<file path="src/rtl/tx_axis_downsizer.sv">
// Wide AXI-Stream to 8-bit MAC transmit serialiser.
// Holding register H feeds output register O one kept byte per clock; also reports underrun and frame length.
module tx_axis_downsizer #(
    parameter int IN_BYTES = 8,
    parameter int CNT_W    = 16
) (
    input  logic                  clk,
    input  logic                  reset_n,
    input  logic [8*IN_BYTES-1:0] tx_axis_tdata,
    input  logic [IN_BYTES-1:0]   tx_axis_tkeep,
    input  logic                  tx_axis_tvalid,
    input  logic                  tx_axis_tlast,
    input  logic                  tx_axis_tuser,
    output logic                  tx_axis_tready,
    output logic [7:0]            tx_axis_mac_tdata,
    output logic                  tx_axis_mac_tvalid,
    output logic                  tx_axis_mac_tlast,
    output logic                  tx_axis_mac_tuser,
    input  logic                  tx_axis_mac_tready,
    output logic [CNT_W-1:0]      frame_len,
    output logic                  frame_done,
    output logic                  underrun,
    output logic                  null_last_err
);

    localparam logic [IN_BYTES-1:0] MASK_ONE = {{(IN_BYTES-1){1'b0}}, 1'b1};
    localparam logic [CNT_W-1:0]    CNT_ONE  = {{(CNT_W-1){1'b0}}, 1'b1};

    logic [8*IN_BYTES-1:0] h_data;
    logic [IN_BYTES-1:0]   h_mask;
    logic                  h_last;
    logic                  h_user;
    logic                  hv;
    logic                  in_frame;
    logic [CNT_W-1:0]      count;

    logic                  adv;
    logic                  single;
    logic                  accept;
    logic [IN_BYTES-1:0]   low_bit;
    logic [IN_BYTES-1:0]   m_after;
    logic [7:0]            sel_byte;
    logic [CNT_W-1:0]      count_inc;

    always_comb begin
        // Isolate the lowest remaining byte; the one-hot select avoids a variable index mux.
        low_bit  = h_mask & (~h_mask + MASK_ONE);
        m_after  = h_mask & ~low_bit;
        sel_byte = '0;
        for (int i = 0; i < IN_BYTES; i++) begin
            sel_byte = sel_byte | (h_data[8*i +: 8] & {8{low_bit[i]}});
        end
        single         = hv && (m_after == '0);
        adv            = !tx_axis_mac_tvalid || tx_axis_mac_tready;
        tx_axis_tready = reset_n && (!hv || (adv && single));
        accept         = tx_axis_tvalid && tx_axis_tready;
        count_inc      = (&count) ? count : count + CNT_ONE;
    end

    always_ff @(posedge clk) begin
        if (!reset_n) begin
            h_data             <= '0;
            h_mask             <= '0;
            h_last             <= 1'b0;
            h_user             <= 1'b0;
            hv                 <= 1'b0;
            in_frame           <= 1'b0;
            count              <= '0;
            tx_axis_mac_tdata  <= '0;
            tx_axis_mac_tvalid <= 1'b0;
            tx_axis_mac_tlast  <= 1'b0;
            tx_axis_mac_tuser  <= 1'b0;
            frame_len          <= '0;
            frame_done         <= 1'b0;
            underrun           <= 1'b0;
            null_last_err      <= 1'b0;
        end else begin
            frame_done    <= 1'b0;
            underrun      <= 1'b0;
            null_last_err <= 1'b0;

            if (tx_axis_mac_tvalid && tx_axis_mac_tready) begin
                if (tx_axis_mac_tlast) begin
                    frame_len  <= count_inc;
                    frame_done <= 1'b1;
                    count      <= '0;
                end else begin
                    count <= count_inc;
                end
            end

            if (adv) begin
                if (hv) begin
                    tx_axis_mac_tvalid <= 1'b1;
                    tx_axis_mac_tdata  <= sel_byte;
                    tx_axis_mac_tlast  <= h_last && single;
                    tx_axis_mac_tuser  <= h_last && h_user && single;
                    in_frame           <= !(h_last && single);
                    h_mask             <= m_after;
                    hv                 <= !single;
                end else begin
                    tx_axis_mac_tvalid <= 1'b0;
                    tx_axis_mac_tlast  <= 1'b0;
                    tx_axis_mac_tuser  <= 1'b0;
                    underrun           <= in_frame;
                end
            end

            // A beat is only accepted when H is empty or drains this cycle, so this overrides the pop.
            if (accept) begin
                if (|tx_axis_tkeep) begin
                    h_data <= tx_axis_tdata;
                    h_mask <= tx_axis_tkeep;
                    h_last <= tx_axis_tlast;
                    h_user <= tx_axis_tuser;
                    hv     <= 1'b1;
                end else if (tx_axis_tlast) begin
                    h_data        <= '0;
                    h_mask        <= MASK_ONE;
                    h_last        <= 1'b1;
                    h_user        <= 1'b1;
                    hv            <= 1'b1;
                    null_last_err <= 1'b1;
                end
            end
        end
    end

endmodule

</file>
<file path="config.mk">
export PLATFORM = sky130hd
export DESIGN_NAME = tx_axis_downsizer
export DESIGN_NICKNAME = d
export VERILOG_FILES = /design/src/rtl/tx_axis_downsizer.sv
export SDC_FILE = /design/constraint.sdc
export NUM_CORES = 1
export LEC_CHECK = 0
export CAP_MARGIN = 20
export CORE_UTILIZATION = 39
export DETAILED_ROUTE_END_ITERATION = 12
export DONT_BUFFER_PORTS = 1
export REMOVE_ABC_BUFFERS = 1
export SYNTH_ARGS = -nofsm -noshare
export SYNTH_HDL_FRONTEND = slang
export SYNTH_SLANG_ARGS = --single-unit
</file>
<file path="constraint.sdc">
create_clock -name clk -period 3.2 [get_ports clk]
set_input_delay 0.8 -clock clk [delete_from_list [all_inputs] [get_ports clk]]
set_output_delay 0.8 -clock clk [all_outputs]
set_load 0.01 [all_outputs]
</file>
==> qor.yml, run 1 <==
clk_latency_ns: 0.41
synthArstFlopShare: 0
fmax_mhz: 325
p_sw_uw: 935
path_buf_inv: 0
slew_violations: 0
grt_antenna_before_repair: 0
syn_inst: 519
grt_max_degree: 72
wl_per_cell_um: 19.3
syn2layout_area_growth_pct: 13.9
cp_max_fo: 8
skew_ns: 0.00953
drt-initial-drc-count: 262
cap_violations: 0
pwr-share-clk: 0.508
combPwrFrac: 0.070
pre_cts_slack_ns: 0.385
dr.pass1.iters: 4
cts-root-buf: "clkbuf_16"
synth_cell_types: 58
worstSetupStartpointType: "flop"
first_global_vias: 3996
swShare: 0.236
grt_usage: 0.203
syn-cell-area_um2: 5130
rsz0062_at_grt: "no"
finalWorstSetupSlack_ns: 0.120
rows: 41
place_congestion: 0.807
syn_area_per_cell_um2: 9.88
critPathRequiredTime_ns: 2.40
design_area_um2: 5840
io_buffers: 0
seq_power_share: 0.421
ioPinCount: 109
irDropWorstVdd_uv: 481
ys_seq_area_frac: 0.476
slew_headroom: 0.474
arrival_ns: 2.28
p_leak_uw: 0.00206
period_needed_ns: 3.08
vias: 4073
hp-class: "reg -> reg"
instances_no_fill: 682
cpPeakStageDelay_ns: 0.61
yosys_most_used_dff: "dfxtp_1"
place_inst: 651
worstMarginPinSlew_ns: 0.789
power_density_nw_per_um2: 678
cts.sinks: 122
period_share: 0.963
coreArea_um2: 12700
netlist.area_leader.share: 0.476
path_cells: "or4_4 > a2111oi_4 > o221ai_4 > a21oi_2"
overflow: 0
post_cts_buffers: 0
p_int_uw: 3020
ys_top_cells_by_area: "dfxtp_1, a22o_1, clkbuf_1, o21ai_0, nand3_1"
crit_family: "compound AO/OA/AOI/OAI gates"
setup_viol: 0
yosys_warnings: 0
critPathSlowestCell: "or4_4"
htree_levels: 4
ys_seq_elements: 122
grt_pass1_wl_mm: 20.8
ant_nets: 0
yosysTopAreaCell: "dfxtp_1"
crit_path_end_kind: "primary output"
drive_gt1_frac: 0.100
dieArea_um2: 13600
placed_cell_area_um2: 5210
route.detailed.drc: 0
synth-edff-count: 0
clockBufferDepth: 2
initial_core_util: 0.403
die_w_um: 117
status: "complete, no violations"
n_antenna_cell: 0
hold_viol: 0
cts_tree: "built"
finalNetCount: 577
viasPerCell: 5.97
holdWs_ns: 0.472
die_y_um: 117
crit_type: "reg -> out"
fin_setup_tns_ns: 0
hpwl_mm: 8.74
cts_hold_buf: 0
cts_buffers: 17
wl_mm: 13.2
cts.clk_slew.worst_paths_ns: 0.06
cells in the final DEF (no fill, tap or decap), types with 9 or more instances in the layout:
cell	netlist	layout
a21oi_1	12	11
nand3_1	25	25
a32o_1	9	9
nand2_1	29	29
a31oi_1	13	13
clkbuf_16	0	17
dfxtp_1	122	122
a22oi_1	16	16
o21ai_0	26	26
a221oi_1	9	9
nor2_1	15	15
nor3_1	11	11
and2_1	9	9
a22o_1	65	65
flip-flops by register name (all words and copies together), names as in the netlist:
signal              cells
in_frame                1
underrun                1
frame_done              1
h_last                  1
tx_axis_mac_tdata       8
h_data                 64
count                  16
null_last_err           1
h_user                  1
frame_len              16
h_mask                  8
hv                      1
tx_axis_mac_tlast       1
tx_axis_mac_tuser       1
tx_axis_mac_tvalid      1
timing repair:
action / 4_1_cts / 5_1_grt
pin swaps: 0 / 1
setup endpoints to repair: 1 / 1
resized for setup: 2 / 0
metal layers:
metal,up-vias,GRT usage,share of wire
met1,1963,0.242,0.45
met2,116,0.322,0.45
met5,-,0,0
li1,1979,-,-
met4,0,0.0819,0.015
met3,15,0.0861,0.087
power groups by stage:
stage          clock network (uW)  logic (uW)  registers, uW
4_1_cts                      2050         282           1670
6_report                     2010         279           1670
3_5_place_dp                    0         278           1700
3_3_place_gp                    0         272           1690
2_1_floorplan                   0         203           1680
5_1_grt                      2120         310           1680
synth_stat cells (all sizes together) (4+ instances only):
| master | count |
|---|---|
| a22oi | 16 |
| dfxtp | 122 |
| clkbuf | 37 |
| a221o | 8 |
| a21oi | 13 |
| nor2 | 15 |
| a32o | 9 |
| or3 | 5 |
| xnor2 | 8 |
| nand3b | 5 |
| o211ai | 8 |
| nand3 | 25 |
| and4 | 4 |
| buf | 12 |
| a22o | 65 |
| nor4 | 5 |
| nand2 | 29 |
| a31oi | 13 |
| a221oi | 9 |
| o21ai | 27 |
| and3 | 6 |
| and2 | 9 |
| a211oi | 10 |
| nor3 | 11 |
through the flow:
step / power [uW] / util
after floorplan: 1890 / -
after global routing: 4110 / 0.459
after CTS: 4000 / 0.459
after global placement: 1970 / 0.410
after detailed placement: 1980 / 0.410
final: 3960 / 0.459
path summary, 6_finish.rpt:
path,slack [ns],to,start,cells past startpoint
setup / recovery,0.12,tx_axis_tready,h_mask[2]$_SDFF_PN0_,4
hold / removal,0.47,h_data[49]$_SDFFE_PN0P_,h_data[49]$_SDFFE_PN0P_,1
setup reg to reg,0.63,h_data[42]$_SDFFE_PN0P_,h_mask[2]$_SDFF_PN0_,6
hold reg to reg,0.47,h_data[49]$_SDFFE_PN0P_,h_data[49]$_SDFFE_PN0P_,1
layout make-up:
type                       count  area [um2]
fill                        1224        6880
multi-input combinational    345        2460
sequential                   122        2440
clock buffer                  17         425
tap                          172         215
clock inverter                14         196
timing repair buffer           9        92.6
inverter                       3        11.3
logic make-up after synthesis:
kind of cell               synth area share
adders and majority gates           0.00244
DFF                                   0.476
and+or+nand+nor                       0.136
buffers and inverters                0.0485
AOI/OAI and AO/OA                     0.310
muxes                               0.00805
xor gates and xnor gates             0.0188
Note: power is estimated with default switching activity, not from simulation.
==> run 2, diff against run 1 <==
PLACE_DENSITY_LB_ADDON = 0.2   (was unset)
==> qor.yml, run 2 (synthesis gave the netlist of run 1 again) <==
hpwl_mm: 8.80  # was 8.74 mm
largestRegisters: "h_data x64, count x16, frame_len x16"  # unchanged
htree_levels: 4  # unchanged
die_w_um: 117  # unchanged
initial_core_util: 0.403  # unchanged
ff_latch_area_um2: 2440  # unchanged
power_uw: 3860  # was 3960 uW
power_density_nw_per_um2: 665  # was 678 nW/um2
worstMarginPinSlew_ns: 0.772  # was 0.789 ns
cap_violations: 0  # unchanged
finalNetCount: 577  # unchanged
instances_no_fill: 679  # was 682
setup_viol: 0  # unchanged
period_needed_ns: 2.98  # was 3.08 ns
viasPerCell: 6.07  # was 5.97
grt_antenna_before_repair: 0  # unchanged
irDropWorstVdd_uv: 351  # was 481 uV
place_inst: 651  # unchanged
hp-class: "reg -> reg"  # unchanged
multi_input_area_um2: 2460  # unchanged
status: "complete, no violations"  # unchanged
finalWorstSetupSlack_ns: 0.215  # was 0.120 ns
worstSetupStartpointType: "flop"  # unchanged
skew_ns: 0.00919  # was 0.00953 ns
grt_usage: 0.202  # was 0.203
cts_hold_buf: 0  # unchanged
cts_buffers: 17  # unchanged
largest_register_ff_count: 64  # unchanged
period_share: 0.933  # was 0.963
layout_commonest_cell: "dfxtp_1"  # unchanged
first_global_vias: 3877  # was 3,996
drt-initial-drc-count: 310  # was 262
cts_tree: "built"  # unchanged
slew_violations: 0  # unchanged
crit_path_end_kind: "primary output"  # unchanged
cts.sinks: 122  # unchanged
pre_cts_slack_ns: 0.400  # was 0.385 ns
vias: 4123  # was 4,073
arrival_ns: 2.18  # was 2.28 ns
fmax_mhz: 335  # was 325 MHz
rsz0062_at_grt: "no"  # unchanged
ioPinCount: 109  # unchanged
overflow: 0  # unchanged
cts.clk_slew.worst_paths_ns: 0.05  # was 0.06 ns
place_congestion: 0.837  # was 0.807
dieArea_um2: 13600  # unchanged
io_buffers: 0  # unchanged
p_leak_uw: 0.00205  # was 0.00206 uW
dr.pass1.iters: 5  # was 4
rows: 41  # unchanged
clockBufferDepth: 2  # unchanged
wl_per_cell_um: 19.5  # was 19.3 um
slew_headroom: 0.485  # was 0.474
syn2layout_area_growth_pct: 13.2  # was 13.9%
route.detailed.drc: 0  # unchanged
grt_pass1_wl_mm: 20.4  # was 20.8 mm
hold_viol: 0  # unchanged
ant_nets: 0  # unchanged
cts-root-buf: "clkbuf_16"  # unchanged
drive_gt1_frac: 0.0927  # was 0.100
crit_type: "reg -> out"  # unchanged
die_y_um: 117  # unchanged
wl_mm: 13.2  # about the same
n_antenna_cell: 0  # unchanged
mostFrequentLayoutCells: "dfxtp_1, a22o_1, nand2_1, o21ai_0, nand3_1"  # unchanged
clk_latency_ns: 0.41  # about the same
grt_max_degree: 72  # unchanged
critPathRequiredTime_ns: 2.40  # about the same
cp_max_fo: 8  # unchanged
coreArea_um2: 12700  # unchanged
fill_cells: 1246  # was 1,224
largest_register: "h_data"  # unchanged
post_cts_buffers: 0  # unchanged
-- run 2: what timing repair did --
action,in CTS,in global routing
pin swaps,0,1
resized for setup,2,0
endpoints found under the setup margin,1,1
-- run 2: area by class of cell --
| class | instances | share of cell area |
|---|---|---|
| Tap cell | 172 | 0.0371 |
| Timing Repair Buffer | 9 | 0.0159 |
| Multi-Input combinational cell | 345 | 0.423 |
| Clock buffer | 21 | 0.0810 |
| Sequential cell | 122 | 0.421 |
| Inverter | 3 | 0.00194 |
| Clock inverter | 7 | 0.0205 |
-- run 2: final timing paths --
check	from	to	slack, ns	cells past startpoint
hold / removal	h_data[52]$_SDFFE_PN0P_	h_data[52]$_SDFFE_PN0P_	0.47	1
setup reg to reg	h_mask[2]$_SDFF_PN0_	h_data[32]$_SDFFE_PN0P_	0.75	6
setup / recovery	h_mask[2]$_SDFF_PN0_	tx_axis_tready	0.22	4
hold reg to reg	h_data[52]$_SDFFE_PN0P_	h_data[52]$_SDFFE_PN0P_	0.47	1
-- run 2: metal layers --
metal / track usage / up-vias / share of wire
li1: - / 1979 / -
met1: 0.240 / 1983 / 0.42
met2: 0.322 / 141 / 0.47
met3: 0.0846 / 20 / 0.089
met4: 0.0852 / 0 / 0.018
met5: 0 / - / 0
-- run 2: report_power, final --
group          internal [uW]  switching [uW]
Sequential              1600            66.9
Combinational            121             159
Clock                   1270             649
-- run 2: worst max-delay path: stages, from the launching register on --
cell	delay, ns
dfxtp_1	0.37
or4_4	0.61
a2111oi_4	0.31
o221ai_4	0.23
a21oi_2	0.24
-- run 2: metrics by stage --
step / TNS (ns) / utilization / hold slack, ns / instance area, um2
2_1_floorplan: -187.24 / - / 0.442 / 4890
3_3_place_gp: 0 / 0.410 / 0.456 / 5210
3_5_place_dp: 0 / 0.410 / 0.457 / 5210
4_1_cts: 0 / 0.457 / 0.475 / 5810
5_1_grt: 0 / 0.457 / 0.486 / 5810
6_report: 0 / 0.457 / 0.469 / 5810
